File: src/rtl/pe_input_loader.sv
// Packs a serial FP32 valid/ready stream into 8-lane groups for the PE, zero-padding short groups,
// and enforces a minimum launch spacing of GAP cycles. Optional build macro: PE_LOADER_FTZ_EN.
module pe_input_loader #(
    parameter int GAP = 4
) (
    input  logic        clk,
    input  logic        rst,
    input  logic [31:0] s_data,
    input  logic        s_vld,
    input  logic        s_last,
    output logic        s_rdy,
    output logic [31:0] out0,
    output logic [31:0] out1,
    output logic [31:0] out2,
    output logic [31:0] out3,
    output logic [31:0] out4,
    output logic [31:0] out5,
    output logic [31:0] out6,
    output logic [31:0] out7,
    output logic        o_vld,
    output logic        busy
);

    localparam logic [7:0] GAP_RELOAD = 8'(GAP - 1);

    logic [31:0] f_q   [8];
    logic [31:0] f_d   [8];
    logic [31:0] out_q [8];
    logic [31:0] out_d [8];
    logic [2:0]  cnt_q, cnt_d;
    logic        pend_q, pend_d;
    logic [7:0]  gap_q, gap_d;
    logic        o_vld_q, o_vld_d;
    logic        accept;
    logic        launch;
    logic [31:0] word_in;

`ifdef PE_LOADER_FTZ_EN
    // Subnormals flush to a zero that keeps the sign bit.
    assign word_in = (s_data[30:23] == 8'd0 && s_data[22:0] != 23'd0) ? {s_data[31], 31'b0} : s_data;
`else
    assign word_in = s_data;
`endif

    // s_rdy is low whenever a completed group is waiting, so accept and launch never coincide.
    assign s_rdy  = rst & ~pend_q;
    assign accept = s_vld & s_rdy;
    assign launch = pend_q & (gap_q == 8'd0);

    always_comb begin
        f_d     = f_q;
        out_d   = out_q;
        cnt_d   = cnt_q;
        pend_d  = pend_q;
        gap_d   = gap_q;
        o_vld_d = 1'b0;

        if (launch) begin
            out_d   = f_q;
            o_vld_d = 1'b1;
            pend_d  = 1'b0;
            gap_d   = GAP_RELOAD;
            for (int i = 0; i < 8; i++) f_d[i] = 32'd0;
        end else if (gap_q != 8'd0) begin
            gap_d = gap_q - 8'd1;
        end

        if (accept) begin
            f_d[cnt_q] = word_in;
            if (cnt_q == 3'd7 || s_last) begin
                pend_d = 1'b1;
                cnt_d  = 3'd0;
            end else begin
                cnt_d = cnt_q + 3'd1;
            end
        end
    end

    always_ff @(posedge clk or negedge rst) begin
        if (!rst) begin
            for (int i = 0; i < 8; i++) begin
                f_q[i]   <= 32'd0;
                out_q[i] <= 32'd0;
            end
            cnt_q   <= 3'd0;
            pend_q  <= 1'b0;
            gap_q   <= 8'd0;
            o_vld_q <= 1'b0;
        end else begin
            f_q     <= f_d;
            out_q   <= out_d;
            cnt_q   <= cnt_d;
            pend_q  <= pend_d;
            gap_q   <= gap_d;
            o_vld_q <= o_vld_d;
        end
    end

    assign out0  = out_q[0];
    assign out1  = out_q[1];
    assign out2  = out_q[2];
    assign out3  = out_q[3];
    assign out4  = out_q[4];
    assign out5  = out_q[5];
    assign out6  = out_q[6];
    assign out7  = out_q[7];
    assign o_vld = o_vld_q;
    assign busy  = (cnt_q != 3'd0) | pend_q | (gap_q != 8'd0);

endmodule

File: config.mk
export PLATFORM = sky130hd
export DESIGN_NAME = pe_input_loader
export DESIGN_NICKNAME = d
export VERILOG_FILES = /design/src/rtl/pe_input_loader.sv
export SDC_FILE = /design/constraint.sdc
export NUM_CORES = 1
export LEC_CHECK = 0
export ABC_AREA = 1
export BUFFER_PORTS_ARGS = -buffer_cell sky130_fd_sc_hd__buf_2
export CAP_MARGIN = 20
export CORE_MARGIN = 4
export CORE_UTILIZATION = 40
export CTS_CLUSTER_SIZE = 28
export DETAILED_ROUTE_END_ITERATION = 8
export PLACE_DENSITY_LB_ADDON = 0.15
export SLEW_MARGIN = 5
export SYNTH_ARGS = -nofsm -noshare
export SYNTH_HDL_FRONTEND = slang
export SYNTH_SLANG_ARGS = --single-unit
File: constraint.sdc
create_clock -name clk -period 2.7 [get_ports clk]
set_input_delay 0 -clock clk [delete_from_list [all_inputs] [get_ports clk]]
set_output_delay 0 -clock clk [all_outputs]
set_load 0.02 [all_outputs]
Word-level counts from Yosys, hierarchy flattened
Index checks and enable logic that the tools add are counted.

Register bits after elaboration: 525. Input port bits: 36. Output and inout bits: 259. Logic and storage cells: 50.

Add/sub/neg operators: 2. Magnitude comparators: 2. Equal/unequal tests: 1. Muxes and demuxes: 12. Bitwise gates (word level): 7. Reductions and logical operators: 6.

Operators with widths (number): $mux 256 (2); $bwmux 256 (1); $demux 32 s3 (1); $mux 32 (1); $mux 8 (2); $logic_not 8->1 (1); $reduce_bool 8->1 (1); $sub 8x1->8 const B (1); $ge 4x4->1 const B (1); $lt 4x1->1 const B (1); $mux 1 (4); $not 3->4 (1); $add 3x1->3 const B (1); $and 1x1->1 (3); $eq 3x3->1 const B (1); $mux 3 (1); $reduce_bool 3->1 (1); $or 1x1->1 (2); $reduce_bool 2->1 (1); $logic_and 1x1->1 (1); $logic_or 1x1->1 (1); $not 1->1 (1).

Longest topological paths before layout
Word-level depth: 7. Mapped depth: 11. Depth with buffers taken out: 8.

Worst setup path before layout
OpenSTA, ideal clock, no wires.

Kind: register to register. Start point: reg gap_q[0]. End point: reg f_q[131] (netlist bit). Setup time: 0.118 ns. Arrival: 1.563 ns. Data required time: 2.582 ns. Slack: 1.019 ns. Stages on the path, launching flop included: 11. Path buffers: 3. Clock period less this slack: 1.681 ns. Cells stage by stage: dfrtp_1 -> inv_1 -> ha_1 -> buf_2 -> nand2_1 -> nor2_4 -> nand2_2 -> buf_2 -> clkbuf_1 -> nand3_1 -> nand2_1.

RTL lines: from (decl) (line 32) `logic [7:0] gap_q, gap_d;`; from (signal assigned) (line 94) `gap_q <= gap_d;`; to (signal, indexed assignment) (line 82) `f_q[i] <= 32'd0;`; to (signal assigned) (line 90) `f_q <= f_d;`; to (decl) (line 26) `logic [31:0] f_q [8];`.

Worst setup path in the final report
Start point: reg cnt_q[0]. End point: reg cnt_q[0].

Word-level cells in the longest chain between the ends: 3. Elaborated cells between the ends (all ways): 4. Classes of those cells: add/sub: 1; eq/ne: 1; mux: 1; reduce/logical: 1.

RTL lines: from (decl) (line 30) `logic [2:0] cnt_q, cnt_d;`; from (signal assigned) (line 92) `cnt_q <= cnt_d;`; parallel branches: the longest is 2 deep, another holds $add 3x1->3; $mux 3 (*) (line 70) `if (cnt_q == 3'd7 || s_last) begin`.

Mark *: on every way between the ends. A chain may end at the register's enable or synchronous reset.

==> metrics.cfg <==
[critical_path]
cp_data_required_time_ns = 3.24
worstSetupPathType = reg -> reg
slowest_delay_ns = 0.57
setup.worst_path.end_class = flop
startpoint_type = flop
r2r_start = cnt_q[0]
path_buf_inv = 2
crit_arrival_ns = 2.99
critPathMaxFanout = 6
r2r-end = cnt_q[0]
r2r_slack_ns = 0.25
crit_path_cell_trace = ha_1 > ha_1 > nor2_1 > nand3_1 > dlygate4sd3_1 > o21ai_0 > dlygate4sd3_1
cpMaxStageDelayCell = dlygate4sd3_1
r2r_cells = 7
critPathTopFamily = buffers and inverters

[global_route]
grt_pass1_wl_mm = 98.65
grt_start_max_net_pins = 249
antenna_found_initial = 1
grt_pass1_vias = 15738
overflow = 0
grt_usage_pct = 22.95

[clock_network]
clk_pin_slew_ns = 0.06
clock_latency_ns = 0.60
clock_sinks = 525
cts_root_buffer = clkbuf_16
htree_num_levels = 2
cts_buffers = 54
clk_path_buf_depth = 3
cts_tree = built

[cells_and_area]
final_area_um2 = 24630
seq_area_um2 = 13140
n_fill_cell = 4893
nets = 2622
n_antenna_cell = 0
drive_above_1_share_pct = 16.16
multi_input_area_um2 = 6495
syn2layout_area_growth_pct = 19.80

[outcome]
outcome = completed

[synthesis]
ys_ff_latch = 525
yosysSeqAreaShare_pct = 63.90
synth_top_flop_cell = dfrtp_1
synthTopCellsByCount = 1,310 x nand2_1, 525 x dfrtp_1, 266 x nand3_1, 70 x buf_2, 41 x clkbuf_1
synth_largest_area_cell = dfrtp_1
yosys_warnings = 0
netlist_area_um2 = 20560
synth_top_area_share_pct = 63.90
synthTopCellsByArea = dfrtp_1 64%, nand2_1 24%, nand3_1 6.5%, buf_2 1.7%, buf_4 0.80%
async_flop_share_pct = 100.0
synth_nets = 2371
syn_avg_cell_area_um2 = 8.820
yosys.cell_count.top_type = nand2_1
synth_edf_count = 0
synth.distinct_cells = 20
syn_inst = 2331

[route]
drt_iter0_drc = 1694
vias = 16380
first_pass_iters = 5
drt-total-wl_mm = 64.47
routedWlPerCell_um = 19.56
ant_nets = 0
drc = 0
vias_per_cell = 4.970

[place]
port_buffers = 294
placed_area_um2 = 22380
dp.final_hpwl_mm = 38.16
place_congestion = 0.7628

[pwr]
clock_power_share_pct = 29.3
ir_drop_mv = 0.7403
p_leak_nw = 14.47
switching_power_w = 0.009070
p_per_area_nw_per_um2 = 1063
swShare_pct = 34.64
seq_power_share_pct = 45.8
combPwrFrac_pct = 24.9
power.internal_w = 0.01711

[floorplan]
start_util_pct = 40.73
std_cell_rows = 82
die_y_um = 234.7
core_area_um2 = 50480
die_w_um = 234.7
ioPinCount = 295
dieArea_um2 = 55090

[sta]
finalSetupViolCount = 0
rsz0062_at_grt = no
whs_ns = 0.08464
fin_crit_sh_pct = 90.68
finalHoldViolCount = 0
tightestPinTransition_ns = 1.106
layout_min_cycle_time_ns = 2.448
slew_violations = 0
skew_ns = 0.01913
maxSlewHeadroom_pct = 26.30
fmax_mhz = 408.4
finalSetupTns_ns = 0

[job]
maxCapViolations = 0

[hold_path]
min_path_type = in -> async

registers in the layout, indices dropped and copies added (netlist names):
name / flops
out2: 32
out4: 32
cnt_q: 3
f_q: 256
out5: 32
out7: 32
gap_q: 8
out6: 32
o_vld: 1
pend_q: 1
out0: 32
out3: 32
out1: 32
cells in the final DEF (no fill, tap or decap):
| master | synthesis | routed |
|---|---|---|
| buf_4 | 22 | 17 |
| ha_1 | 4 | 4 |
| clkbuf_8 | 0 | 12 |
| dlygate4sd3_1 | 0 | 38 |
| nand4_1 | 8 | 8 |
| o22ai_1 | 1 | 1 |
| buf_16 | 0 | 1 |
| nor3_1 | 1 | 1 |
| buf_8 | 1 | 1 |
| nor2_1 | 15 | 15 |
| nand2_1 | 1310 | 1310 |
| clkinv_2 | 0 | 17 |
| nand2_8 | 0 | 1 |
| inv_6 | 0 | 2 |
| bufinv_16 | 0 | 4 |
| nand3_1 | 266 | 266 |
| clkbuf_16 | 0 | 57 |
| clkbuf_1 | 41 | 6 |
| inv_2 | 6 | 5 |
| buf_2 | 70 | 293 |
| inv_8 | 0 | 1 |
| o21ai_0 | 7 | 7 |
| buf_12 | 0 | 10 |
| nor2_2 | 2 | 2 |
| dfrtp_1 | 525 | 525 |
| inv_1 | 19 | 19 |
| nor2_4 | 1 | 1 |
power by group through the flow:
stage	clock network [W]	registers, W	logic [W]
2_1_floorplan	0	0.0132	0.00277
3_3_place_gp	0	0.0121	0.00637
3_5_place_dp	0	0.0121	0.00652
4_1_cts	0.00790	0.0120	0.00660
5_1_grt	0.00821	0.0123	0.00726
6_report	0.00768	0.0120	0.00652
stage by stage:
step                setup WS, ns  std cells  util [%]  total power, W
finish                    0.2516       3296     48.79         0.02618
global route              0.1037       3296     48.79         0.02774
CTS                       0.2734       3295     48.74         0.02649
detailed placement        0.5060       3159     44.34         0.01862
global placement          0.5525       3159     44.34         0.01843
floorplan                  1.019       2331         -         0.01593
worst register-to-register path: cells and delay by family (launching register included):
| kind | cells | cell delay, ns |
|---|---|---|
| and+or+nand+nor | 2 | 0.34 |
| buffers and inverters | 2 | 1.12 |
| AOI/OAI and AO/OA | 1 | 0.07 |
| adders and majority gates | 2 | 0.41 |
| DFF | 1 | 0.44 |
kinds of logic (layout without fill, tap and decap cells):
logic type	after synthesis	in the layout	share of synthesized area [%]
and+or+nand+nor	1604	1604	31.08
DFF	525	525	63.90
buffers and inverters	190	483	4.571
AOI/OAI and AO/OA	8	8	0.2008
adders and majority gates	4	4	0.2435
worst max path at each step:
stage,from,end,slack (ns),cells after the start
2_1_floorplan,gap_q[0],f_q[131],1.02,10
3_3_place_gp,gap_q[0],f_q[115],0.55,8
3_5_place_dp,gap_q[0],f_q[171],0.51,8
4_1_cts,cnt_q[0],cnt_q[0],0.27,7
5_1_grt,cnt_q[0],cnt_q[0],0.10,7
6_report,cnt_q[0],cnt_q[0],0.25,7
layout make-up:
cell class / instances / share of cell area [%]
Multi-Input combinational cell: 1616 / 26.37
Sequential cell: 525 / 53.34
Clock buffer: 75 / 6.554
Tap cell: 672 / 3.414
Clock inverter: 23 / 0.9043
Inverter: 25 / 0.4115
Timing Repair Buffer: 360 / 9.002
repair_timing:
| item | 4_1_cts | 5_1_grt |
|---|---|---|
| buffers inserted | 0 | 0 |
| hold buffers | 38 | 0 |
| gates resized for setup | 0 | 0 |
| endpoints found under the hold margin | 578 | 0 |
layer usage:
metal / vias up / wire length [um] / track usage (%)
met5: - / 0 / 0
met4: 0 / 1471 / 5.818
met3: 85 / 4753 / 5.019
met2: 514 / 29460 / 35.61
met1: 8063 / 28790 / 33.13
li1: 7718 / - / -
No activity file was read; power rests on OpenSTA's default activity.
